`src/rtl/udm_uart_tx.sv`:
```
// -----------------------------------------------------------------------------
// udm_uart_tx
// Buffered UART transmitter for the UDM debug bridge. Response bytes are queued
// in a small FIFO. Each byte is sent as an 8N1 or 8E1/8O1 frame: a start bit,
// eight data bits LSB first, an optional parity bit and one stop bit. Each bit
// lasts P clock cycles, where P is sampled from bitperiod_i when the frame
// starts.
//
// Ports
//   clk_i         system clock
//   arst_n_i      asynchronous active-low reset
//   bitperiod_i   bit duration in clk_i cycles (0 is treated as 1), per frame
//   cfg_i         parity mode: 00 none, 01 even, 10 odd, 11 none, per frame
//   data_i        byte to queue
//   valid_i       push request, accepted when ready_o is high
//   ready_o       FIFO not full
//   tx_o          serial line, idles high, registered
//   busy_o        FSM active or bytes still queued
//   fifo_count_o  number of queued bytes, not counting the byte in flight
// -----------------------------------------------------------------------------
module udm_uart_tx #(
  parameter int FIFO_DEPTH = 4
) (
  input  logic                          clk_i,
  input  logic                          arst_n_i,
  input  logic [31:0]                   bitperiod_i,
  input  logic [1:0]                    cfg_i,
  input  logic [7:0]                    data_i,
  input  logic                          valid_i,
  output logic                          ready_o,
  output logic                          tx_o,
  output logic                          busy_o,
  output logic [$clog2(FIFO_DEPTH):0]   fifo_count_o
);

  localparam int AW = $clog2(FIFO_DEPTH);
  localparam int CW = AW + 1;

  typedef enum logic [2:0] {
    S_IDLE,
    S_START,
    S_DATA,
    S_PARITY,
    S_STOP
  } state_t;

  // FIFO storage (no reset, so it can map onto distributed/block RAM)
  logic [7:0]    mem_q [FIFO_DEPTH];
  logic [AW-1:0] wr_ptr_q, wr_ptr_d;
  logic [AW-1:0] rd_ptr_q, rd_ptr_d;
  logic [CW-1:0] count_q, count_d;

  // Serializer state
  state_t        state_q, state_d;
  logic [31:0]   timer_q, timer_d;
  logic [31:0]   period_q, period_d;
  logic [2:0]    bit_idx_q, bit_idx_d;
  logic [7:0]    shift_q, shift_d;
  logic          par_en_q, par_en_d;
  logic          par_bit_q, par_bit_d;
  logic          tx_q, tx_d;

  logic          push;
  logic          pop;
  logic          start_frame;
  logic          fifo_empty;
  logic          fifo_full;
  logic          timer_done;
  logic [7:0]    head;
  logic [31:0]   period_eff;

  assign fifo_empty = (count_q == '0);
  assign fifo_full  = (count_q == CW'(FIFO_DEPTH));
  // ready depends only on the full flag, so a pop never unblocks a push in the same cycle
  assign push       = valid_i && !fifo_full;
  assign head       = mem_q[rd_ptr_q];
  assign timer_done = (timer_q == 32'd0);
  assign period_eff = (bitperiod_i == 32'd0) ? 32'd1 : bitperiod_i;

  // FIFO pointer / occupancy bookkeeping
  always_comb begin
    wr_ptr_d = wr_ptr_q;
    rd_ptr_d = rd_ptr_q;
    if (push) wr_ptr_d = wr_ptr_q + AW'(1);
    if (pop)  rd_ptr_d = rd_ptr_q + AW'(1);
    count_d = count_q + CW'(push) - CW'(pop);
  end

  always_ff @(posedge clk_i) begin
    if (push) mem_q[wr_ptr_q] <= data_i;
  end

  // Next-state logic. The bit timer is reloaded with P-1 on every bit boundary
  // and otherwise counts down; a boundary is reached when it hits zero.
  always_comb begin
    state_d     = state_q;
    timer_d     = timer_q;
    period_d    = period_q;
    bit_idx_d   = bit_idx_q;
    shift_d     = shift_q;
    par_en_d    = par_en_q;
    par_bit_d   = par_bit_q;
    tx_d        = tx_q;
    start_frame = 1'b0;
    pop         = 1'b0;

    if (state_q != S_IDLE && !timer_done) timer_d = timer_q - 32'd1;

    case (state_q)
      S_IDLE: begin
        tx_d = 1'b1;
        if (!fifo_empty) start_frame = 1'b1;
      end
      S_START: begin
        if (timer_done) begin
          state_d   = S_DATA;
          bit_idx_d = 3'd0;
          tx_d      = shift_q[0];
          timer_d   = period_q - 32'd1;
        end
      end
      S_DATA: begin
        if (timer_done) begin
          timer_d = period_q - 32'd1;
          if (bit_idx_q == 3'd7) begin
            if (par_en_q) begin
              state_d = S_PARITY;
              tx_d    = par_bit_q;
            end else begin
              state_d = S_STOP;
              tx_d    = 1'b1;
            end
          end else begin
            // shift_q[0] always holds the bit currently on the line
            bit_idx_d = bit_idx_q + 3'd1;
            shift_d   = {1'b0, shift_q[7:1]};
            tx_d      = shift_q[1];
          end
        end
      end
      S_PARITY: begin
        if (timer_done) begin
          state_d = S_STOP;
          tx_d    = 1'b1;
          timer_d = period_q - 32'd1;
        end
      end
      S_STOP: begin
        if (timer_done) begin
          if (!fifo_empty) begin
            start_frame = 1'b1;  // back-to-back: no idle gap after the stop bit
          end else begin
            state_d = S_IDLE;
            tx_d    = 1'b1;
          end
        end
      end
      default: begin
        state_d = S_IDLE;
        tx_d    = 1'b1;
      end
    endcase

    // Frame launch: pop the head byte and freeze P and the parity mode for
    // the whole frame. Odd parity is the inverted even parity (cfg bit 1).
    if (start_frame) begin
      pop       = 1'b1;
      state_d   = S_START;
      shift_d   = head;
      period_d  = period_eff;
      timer_d   = period_eff - 32'd1;
      par_en_d  = cfg_i[0] ^ cfg_i[1];
      par_bit_d = (^head) ^ cfg_i[1];
      tx_d      = 1'b0;
    end
  end

  always_ff @(posedge clk_i or negedge arst_n_i) begin
    if (!arst_n_i) begin
      wr_ptr_q  <= '0;
      rd_ptr_q  <= '0;
      count_q   <= '0;
      state_q   <= S_IDLE;
      timer_q   <= 32'd0;
      period_q  <= 32'd1;
      bit_idx_q <= 3'd0;
      shift_q   <= 8'd0;
      par_en_q  <= 1'b0;
      par_bit_q <= 1'b0;
      tx_q      <= 1'b1;
    end else begin
      wr_ptr_q  <= wr_ptr_d;
      rd_ptr_q  <= rd_ptr_d;
      count_q   <= count_d;
      state_q   <= state_d;
      timer_q   <= timer_d;
      period_q  <= period_d;
      bit_idx_q <= bit_idx_d;
      shift_q   <= shift_d;
      par_en_q  <= par_en_d;
      par_bit_q <= par_bit_d;
      tx_q      <= tx_d;
    end
  end

  assign ready_o      = !fifo_full;
  assign tx_o         = tx_q;
  assign busy_o       = (state_q != S_IDLE) || !fifo_empty;
  assign fifo_count_o = count_q;

endmodule
```
`config.mk`:
```
export PLATFORM = sky130hd
export DESIGN_NAME = udm_uart_tx
export DESIGN_NICKNAME = d
export VERILOG_FILES = /design/src/rtl/udm_uart_tx.sv
export SDC_FILE = /design/constraint.sdc
export NUM_CORES = 1
export LEC_CHECK = 0
export BUFFER_PORTS_ARGS = -buffer_cell sky130_fd_sc_hd__clkbuf_2
export CORE_AREA = 2 2 122 153
export CTS_CLUSTER_SIZE = 14
export DETAILED_ROUTE_END_ITERATION = 10
export DIE_AREA = 0 0 124 155
export PLACE_DENSITY = 0.63
export SLEW_MARGIN = 0
export SYNTH_ARGS = -nofsm -noshare
export SYNTH_HDL_FRONTEND = slang
export SYNTH_SLANG_ARGS = --single-unit
```
`constraint.sdc`:
```
create_clock -name clk_i -period 5 [get_ports clk_i]
set_input_delay 1 -clock clk_i [delete_from_list [all_inputs] [get_ports clk_i]]
set_output_delay 1 -clock clk_i [all_outputs]
set_load 0.05 [all_outputs]
```
Word level (Yosys, flattened, before mapping)
Memories as Yosys holds them, arrays and structs flattened. Cells that the tools add are included.

Add/sub/neg operators: 8. Eq/ne operators: 17. Multiplexer cells: 37. Bitwise operators: 2. Reduce and logical (&&, ||, !) cells: 20.

Operator list (number): $mux W32 (5); $sub A32 B1 Y32 const B (3); $logic_not A32 Y1 (2); $mux W3 (11); $mux W8 (4); $ne A3 B3 Y1 const B (6); $pmux W3 S5 (1); $mux W1 (13); $ne A2 B2 Y1 const B (5); $eq A3 B3 Y1 const B (3); $reduce_xor A8 Y1 (1); $reduce_and A7 Y1 (1); $eq A3 B2 Y1 const B (2); $logic_not A3 Y1 (2); $pmux W3 S2 (1); $reduce_bool A2 Y1 (3); $reduce_and A5 Y1 (1); $add A2 B1 Y2 const B (2); $pmux W1 S4 (1); $reduce_and A4 Y1 (1); $add A3 B1 Y3 (1); $add A3 B1 Y3 const B (1); $eq A3 B1 Y1 const B (1); $logic_not A1 Y1 (3); 8 further kinds (10).

Bits in registers: 88. RAM bits: 32. Word-level logic and storage cells: 96. Memories kept: 1.

Memory list: mem_q (words 4, bits a word 8, read ports 1, clocked after Yosys merged registers in 0, write ports 1, line 48) `logic [7:0] mem_q [FIFO_DEPTH];`.

Depth between registers and ports, before layout
Gate-level depths: netlist of the first run.

Depth after elaboration: 7. Mapped depth: 14.

Worst setup path before layout of the first run
OpenSTA, ideal clock, no wires.

Path kind: input port to flip-flop. Start point: input bitperiod_i[19]. End point: register timer_q[28]. Setup time: 104 ps. Arrival: 3527 ps. Slack: 1369 ps. Stages on the path: 12. Buffers on the path: 1. Path through: or4_4 > or4_1 > buf_2 > nor3_1 > a21oi_1 > ha_1 > nor3b_1 > nand3_1 > nor4_1 > xor2_1 > nor2_1 > a221oi_1.

Word-level cells in the longest chain between the ends: 4.

RTL lines: start, declared (line 26) `input logic [31:0] bitperiod_i,`; $logic_not A32 Y1 (line 78) `assign period_eff = (bitperiod_i == 32'd0) ? 32'd1 : bitperiod_i;`; $mux W32 (*) (line 78); $sub A32 B1 Y32 (*) (line 171) `timer_d = period_eff - 32'd1;`; $mux W32 (*) (line 166) `if (start_frame) begin`; named net timer_d[28] (line 55) `logic [31:0] timer_q, timer_d;`; end signal, assigned (line 196) `timer_q <= timer_d;`; end, declared (line 55).

The timed path passes the listed nets; every way through them passes the cells marked *. A chain may end at the register's enable or synchronous reset.

Worst setup path in the final report of the first run
Start point: input bitperiod_i[16]. End point: register timer_q[30].

Same word-level chain as after synthesis.

==> results of run 1 <==
-- Yosys cell counts, types with 4 or more instances --
cell / instances / area [sq um]
o21ai_1: 5 / 25.0
o31a_1: 5 / 43.8
nor4_1: 37 / 231
nor2_1: 44 / 165
buf_2: 7 / 35.0
ha_1: 12 / 150
clkbuf_1: 24 / 90.1
a31oi_1: 10 / 62.6
a21oi_1: 23 / 115
xnor2_1: 53 / 464
or4_1: 6 / 45.0
edfxtp_1: 32 / 961
o31ai_1: 7 / 52.6
or3_1: 14 / 87.6
and3_1: 6 / 37.5
a211oi_1: 4 / 30.0
a22oi_1: 7 / 52.6
o21ai_0: 25 / 125
nand2b_1: 10 / 62.6
mux4_2: 8 / 180
nand3_1: 11 / 55.1
nand4_1: 8 / 50.1
dfrtp_1: 86 / 2150
nor3b_1: 6 / 45.0
xor2_1: 29 / 254
mux2i_1: 8 / 80.1
nor2b_1: 4 / 25.0
inv_1: 13 / 48.8
o22ai_1: 7 / 43.8
nor3_1: 46 / 230
nand2_1: 135 / 507
-- registers in the layout, indices dropped and copies added, names as in the netlist --
register      count
rd_ptr_q          2
tx_o              1
mem_q            32
bit_idx_q         3
par_en_q          1
par_bit_q         1
period_q         32
timer_q          32
wr_ptr_q          2
shift_q           8
fifo_count_o      3
state_q           3
-- metal layers --
| metal | global-route usage [%] | vias to the layer above |
|---|---|---|
| met2 | 33.2 | 164 |
| met3 | 3.74 | 23 |
| li1 | - | 2769 |
| met5 | 0 | - |
| met1 | 25.6 | 2852 |
| met4 | 6.85 | 0 |
-- cells by family after synthesis --
logic type / synth area share [%]
mux: 4.22
flops: 45.4
buf+inv: 2.66
simple gates: 24.6
compound gates: 10.3
fa+ha+maj: 2.44
xor+xnor: 10.3
-- final cells by class --
| cell class | count | share of cell area (%) |
|---|---|---|
| Tap cell | 228 | 3.56 |
| Clock inverter | 15 | 1.73 |
| Clock buffer | 17 | 5.31 |
| Inverter | 14 | 0.656 |
| Multi-Input combinational cell | 573 | 45.3 |
| Sequential cell | 120 | 39.5 |
| Timing Repair Buffer | 59 | 4.00 |
-- per-stage QoR --
stage / hold slack, ps / instances
floorplan: 450 / 740
global placement: 469 / 994
detailed placement: 469 / 994
CTS: 485 / 1026
global route: 512 / 1026
finish: 483 / 1026
-- final timing paths --
kind,to,slack [ps],cells after the start
min reg2reg,bit_idx_q[0],480,1
min in group asynchronous,period_q[25],610,1
min,bit_idx_q[0],480,1
max reg2reg,timer_q[28],1420,8
max,timer_q[30],1210,12
max in group asynchronous,timer_q[21],3360,2
-- power breakdown --
group / switching (mW) / leakage, nW / total (mW) / internal, mW
Sequential: 0.0997 / 1.32 / 1.25 / 1.15
Combinational: 0.305 / 1.53 / 0.516 / 0.211
Clock: 0.488 / 0.273 / 1.18 / 0.693
Total: 0.892 / 3.13 / 2.95 / 2.06
==> run metrics, run 1 <==
final setup fails=0; initial antenna violation count=0; CTS tree=done; Setup TNS Final=0 ps; CP peak stage delay=580 ps; Clock Latency Late Sink=420 ps; Post-synth EDFFs=32; pwr dens=368 nW/um^2; Die X=124 microns; Fin. Hold Viols=0; Worst EP arrival=4110 ps; met1 WL=7880 microns; synthesized area=6970 sq um; most frequent cells in the layout=135 x nand2_1, 86 x dfrtp_1, 53 x xnor2_1, 49 x clkbuf_2, 46 x nor3_1; Setup WS pre-CTS=854 ps; vias post-DR=5808; most common cell after layout, fill and taps aside=nand2_1; DR WL/cell=17.6 microns; Num Clock Sinks=120; Post-CTS Setup Inserts=0; slew of the pin with the lowest slew margin=852 ps; leak pwr=3.13 nW; Max Clock Skew=9.46 ps; largest net degree at the start of global routing=81; slack of the critical path=1210 ps; Cell Chain, Critical Path=clkbuf_2, or4_4, or4_1, nor3_1, a21oi_1, ha_1, nor3b_1, nand3_1, nor4_1, xor2_1, nor2_1, a211oi_1; Root Buffer=clkbuf_16; worst min path class=register to register; Ys Warns=0; critical path required time=5320 ps; wire length of the first global-routing pass=29500 microns; CP max stage cell=or4_1; Top delay family on crit path=simple AND/OR/NAND/NOR gates; startpoint types=primary input; Num CTS Buffers=17; Storage cell area=3170 sq um; First DRT Iteration DRCs=493; via density per instance=5.66; HP Start=bit_idx_q[0]; syn_area_per_cell=9.41 sq um; GR Overflow Total=0; RSZ-0062 raised after global routing=no; synthesized flop and latch total=120; Worst setup EP type=register; fin nets=843; Slew Viols, Final=0; htree depth=4; worst vdd ir=0.261 mV; vias in the first global route=5675; Initial DRT Pass Iterations=5; DRT Wirelength=18000 microns; Slew HR=43.2%; Area Growth Syn to Fin=15.1%; Tot Pwr=2.95 mW; fin crit period=3790 ps; fillcell total=1756; Seq/Total Area, Yosys=45.4%; distinct cell type count after synthesis=64; DRT antenna net count=0; status=finished, final reports clean; multi-input combinational cell area=3630 sq um; fmax=264 MHz; final period utilization=75.8%; Resized Gates After CTS=0; Ports=51; die area=19200 sq um; DR DRC count=0; Initial Util=38.9%; Clock Tree Buf Depth=2; clock-pin slew of the registers on the worst-case setup and hold paths=60 ps; asr flop ratio synth=73.3%; Mapped Cells=740; CP bufs+invs=1; max-cap violation count=0; die height=155 microns; highest routed layer=met4; length of routed met2 wiring=8970 microns; met3 WL post-DR=827 microns; crit path from=bitperiod_i[16]; CTS Hold Bufs=0; Crit Path Max Fanout=8; CORE AREA=17900 sq um; num rows=55; All-Layer GR Usage=19.8%; Post-Route Utilization=44.8%; Mapped Nets=798; hpwl dp=12600 microns; IO Port Bufs=50; Antenna Cells=0; dominant synthesized flop cell=dfrtp_1; Reg2Reg Launch Point=timer_q[18]; Post-DP Area=7450 sq um; proportion of layout cells with a drive suffix above 1=14.0%; Placer Congestion=0.853; WS Path Type=primary input to register; post-route cell area=8020 sq um
Note: power is estimated with default switching activity, not from simulation.
==> run 2: changes to the inputs <==
==> constraint.sdc (replaced) <==
create_clock -name clk_i -period 3.8 [get_ports clk_i]
set_input_delay 0.76 -clock clk_i [delete_from_list [all_inputs] [get_ports clk_i]]
set_output_delay 0.76 -clock clk_i [all_outputs]
set_load 0.05 [all_outputs]
==> run 2 against run 1 <==
Via count fell by 0.15%. Critical endpoint is now fifo_count_o[2]. Critical path type is now register to register. Worst setup slack got worse by 750 ps. First-iteration DRC count is 15% lower. Power up 36%. Largest cell class unchanged. Combinational power grew 34%. Flip-flop and latch count did not move. Critical path depth down 1. Die area unchanged. Non-clock buffer count increased by 8. Global-route usage down 0.055 points. Sequential share of layout area fell by 0.64 points.
==> run metrics, run 2 (synthesis gave the netlist of run 1 again) <==
final setup fails=0; Clock Tree Buf Depth=2; DRT Wirelength=17800 microns; WS Path Type=register to register; largest net degree at the start of global routing=89; Fin. Hold Viols=0; Root Buffer=clkbuf_16; CP max stage cell=or4_1; status=finished, final reports clean; IO Port Bufs=50; CORE AREA=17900 sq um; fmax=300 MHz; most frequent cells in the layout=135 x nand2_1, 86 x dfrtp_1, 53 x xnor2_1, 49 x clkbuf_2, 46 x nor3_1; wire length of the first global-routing pass=29200 microns; Top delay family on crit path=simple AND/OR/NAND/NOR gates; Initial DRT Pass Iterations=4; Num Clock Sinks=120; CP peak stage delay=600 ps; gr busiest metal=met2; Setup TNS Final=0 ps; Resized Gates After CTS=0; vias post-DR=5799; Clock Latency Late Sink=430 ps; via density per instance=5.61; most common cell after layout, fill and taps aside=nand2_1; Slew HR=50.2%; Area Growth Syn to Fin=17.0%; met2 usage=32.3%; Ports=51; Crit Path Max Fanout=4; worst r2r dst=fifo_count_o[2]; met1 Resource Use GR=25.6%; GR Overflow Total=0; CTS Hold Bufs=0; Post-Route Utilization=45.5%; proportion of layout cells with a drive suffix above 1=15.1%; final period utilization=87.8%; leak pwr=3.21 nW; Post-CTS Setup Inserts=0; All-Layer GR Usage=19.8%; Num CTS Buffers=17; Worst setup EP type=register; pwr dens=494 nW/um^2; Worst EP arrival=3680 ps; num rows=55; Post-DP Area=7540 sq um; DR DRC count=0; DRT antenna net count=0; worst vdd ir=0.319 mV; clock-pin slew of the registers on the worst-case setup and hold paths=60 ps; Slew Viols, Final=0; worst r2r path cells=11; startpoint types=register; critical path required time=4140 ps; worst min path class=primary input to asynchronous set/reset pin; die area=19200 sq um; Die X=124 microns; Tot Pwr=4.02 mW; hpwl dp=12300 microns; Antenna Cells=0; fin crit period=3340 ps; post-route cell area=8150 sq um; vias in the first global route=5641; CTS tree=done; Placer Congestion=0.831; slew of the pin with the lowest slew margin=740 ps; initial antenna violation count=0; GR Util met3=4.03%; Reg2Reg Launch Point=timer_q[18]; R2R Setup Slk=460 ps; die height=155 microns; Max Clock Skew=7.37 ps; Cell Chain, Critical Path=or4_1, or4_1, nor4_4, o21ai_4, inv_2, ha_1, inv_1, ha_1, fa_1, xnor2_1, xnor2_1; Largest regs=mem_q: 32 flops, period_q: 32 flops, timer_q: 32 flops; fin nets=851; First DRT Iteration DRCs=418; CP bufs+invs=2; RSZ-0062 raised after global routing=no; max-cap violation count=0; DR WL/cell=17.2 microns; Initial Util=38.9%; htree depth=4
## run 2: power by group
part	internal, mW	leakage, nW	switching, mW
clock	1.01	0.303	0.670
combinational	0.284	1.58	0.406
sequential	1.52	1.32	0.132
total	2.82	3.21	1.21
## run 2: cell type report
class | count | area (sq um)
Fill cell | 1721 | 9740
Multi-Input combinational cell | 573 | 3630
Sequential cell | 120 | 3170
Clock buffer | 18 | 439
Timing Repair Buffer | 67 | 405
Tap cell | 228 | 285
Clock inverter | 14 | 173
Inverter | 14 | 52.6
## run 2: per-stage QoR
step           worst slack (ps)  instances  hold slack [ps]
2_1_floorplan               206        740              450
3_3_place_gp                295       1002              469
3_5_place_dp                157       1002              478
4_1_cts                     433       1034              397
5_1_grt                     316       1034              419
6_report                    464       1034              378
## run 2: how the worst max path moves through the flow
stage | from | end | depth (start not counted)
2_1_floorplan | timer_q[19] | fifo_count_o[2] | 13
5_1_grt | timer_q[18] | fifo_count_o[2] | 11
3_5_place_dp | bitperiod_i[16] | timer_q[30] | 12
6_report | timer_q[18] | fifo_count_o[2] | 11
4_1_cts | timer_q[18] | fifo_count_o[2] | 11
3_3_place_gp | bitperiod_i[19] | timer_q[28] | 12
## run 2: layer usage
layer / vias up / share of wire [%]
li1: 2794 / -
met1: 2816 / 43
met2: 139 / 50
met3: 50 / 3.9
met4: 0 / 3.0
met5: - / 0
==> run 3: changes to the inputs <==
==> constraint.sdc (replaced) <==
create_clock -name clk_i -period 3.8 [get_ports clk_i]
set_input_delay 0.19 -clock clk_i [delete_from_list [all_inputs] [get_ports clk_i]]
set_output_delay 0.19 -clock clk_i [all_outputs]
set_load 0.05 [all_outputs]
==> run 3 against run 2 <==
Cell area increased by 0.32%. Clock skew increased by 4.7 ps. Via count decreased by 0.69%. Critical path type unchanged. Critical endpoint is now timer_q[4]. Largest cell class unchanged.
==> run metrics, run 3 (synthesis gave the netlist of run 1 again) <==
wire length of the first global-routing pass=29300 microns; CP max stage cell=or4_1; pwr dens=489 nW/um^2; proportion of layout cells with a drive suffix above 1=14.7%; htree depth=4; DRT antenna net count=0; Fin. Hold Viols=0; Antenna Cells=0; die height=155 microns; Num Clock Sinks=120; WHS Endpoint=period_q[15]; Setup TNS Final=0 ps; CP peak stage delay=610 ps; multi-input combinational cell area=3630 sq um; Initial Util=38.9%; Setup WS pre-CTS=437 ps; Slew Viols, Final=0; status=finished, final reports clean; HP Start=bitperiod_i[15]; final setup fails=0; worst r2r path cells=9; Storage cell area=3170 sq um; Worst EP arrival=3600 ps; vias post-DR=5759; post-route cell area=8170 sq um; Post-Route Utilization=45.7%; Root Buffer=clkbuf_16; Top delay family on crit path=simple AND/OR/NAND/NOR gates; Initial DRT Pass Iterations=5; Worst setup EP type=register; Placer Congestion=0.838; Max Clock Skew=12.1 ps; Largest regs=mem_q: 32 flops, period_q: 32 flops, timer_q: 32 flops; Clock Tree Buf Depth=2; met2 usage=34.2%; worst hold slack=16.0 ps; hpwl dp=12800 microns; slack of the critical path=530 ps; Area Growth Syn to Fin=17.3%; Die X=124 microns; vias in the first global route=5832; fin crit period=3270 ps; largest net degree at the start of global routing=70; placed insts=999; DRT Wirelength=17900 microns; max-cap violation count=0; Clock Latency Late Sink=430 ps; GR Util met3=3.56%; via density per instance=5.54; Final Non-Filler Cells=1040; fillcell total=1706; initial antenna violation count=0; RSZ-0062 raised after global routing=no; worst vdd ir=0.375 mV; IO Port Bufs=50; clock-pin slew of the registers on the worst-case setup and hold paths=60 ps; R2R Setup Slk=530 ps; DR DRC count=0; fmax=306 MHz; critical path required time=4130 ps; final period utilization=86.0%; Ports=51; First DRT Iteration DRCs=391; CORE AREA=17900 sq um; most frequent cells in the layout=135 x nand2_1, 86 x dfrtp_1, 53 x xnor2_1, 49 x clkbuf_2, 46 x nor3_1; Tot Pwr=4.00 mW; Post-DP Area=7490 sq um; fin nets=857; Resized Gates After CTS=0; slew of the pin with the lowest slew margin=956 ps; WHS Path Cells=3; Num CTS Buffers=17; CTS tree=done; GR Overflow Total=0; met1 Resource Use GR=24.2%; WS Path Type=register to register; worst r2r dst=timer_q[4]; DR WL/cell=17.2 microns; startpoint types=register; Reg2Reg Launch Point=timer_q[19]; Cell Chain, Critical Path=or4_1, or4_1, nor4_4, o21ai_4, inv_2, buf_4, buf_4, a21oi_1, a22oi_1; All-Layer GR Usage=19.8%; worst min path class=primary input to register; leak pwr=3.21 nW; CP bufs+invs=3; num rows=55; Crit Path Max Fanout=51; gr busiest metal=met2; most common cell after layout, fill and taps aside=nand2_1; Slew HR=36.3%; die area=19200 sq um
[run 3: changes by cell type in the layout (fill, tap and decap cells not counted)]
cell and change:
dlygate4sd3_1 +9, inv_8 +5, inv_6 -4, buf_12 -2
clkinvlp_4 +2, buf_4 -1, bufinv_16 -1, clkbuf_8 -1
clkinv_4 -1
[run 3: how the worst max path moves through the flow]
stage	cells past startpoint	start	endpoint	slack, ps
floorplan	13	timer_q[19]	fifo_count_o[2]	210
global placement	12	bitperiod_i[16]	timer_q[30]	490
detailed placement	12	bitperiod_i[16]	timer_q[28]	440
CTS	9	timer_q[19]	timer_q[4]	530
global route	9	timer_q[19]	timer_q[6]	300
finish	9	timer_q[19]	timer_q[4]	530
[run 3: per-layer routing]
metal / share of wire, % / vias up
met5: 0 / -
li1: - / 2811
met4: 3.1 / 0
met3: 3.9 / 37
met1: 42 / 2762
met2: 51 / 149
[run 3: report_power, final]
part / internal, mW / switching [mW]
logic: 0.289 / 0.405
clock network: 0.942 / 0.706
registers: 1.52 / 0.136
total: 2.75 / 1.25
[run 3: timing repair]
item,in CTS,in global routing
hold buffers,9,0
hold endpoints to repair,98,0
endpoints found under the setup margin,0,0
buffers inserted,0,0
[run 3: area by class of cell]
cell class / instances / area share, %
clock inverter: 15 / 2.08
inverter: 14 / 0.643
timing repair buffer: 73 / 5.48
clock buffer: 17 / 5.20
sequential: 120 / 38.7
multi-input combinational: 573 / 44.4
tap: 228 / 3.49
[run 3: worst register-to-register path: cells and delay by family, from the launching register on]
kind | cells | cell delay, ps
buffers and inverters | 3 | 920
AND/OR/NAND/NOR | 3 | 1510
flip-flops | 1 | 400
AO/OA/AOI/OAI | 3 | 360
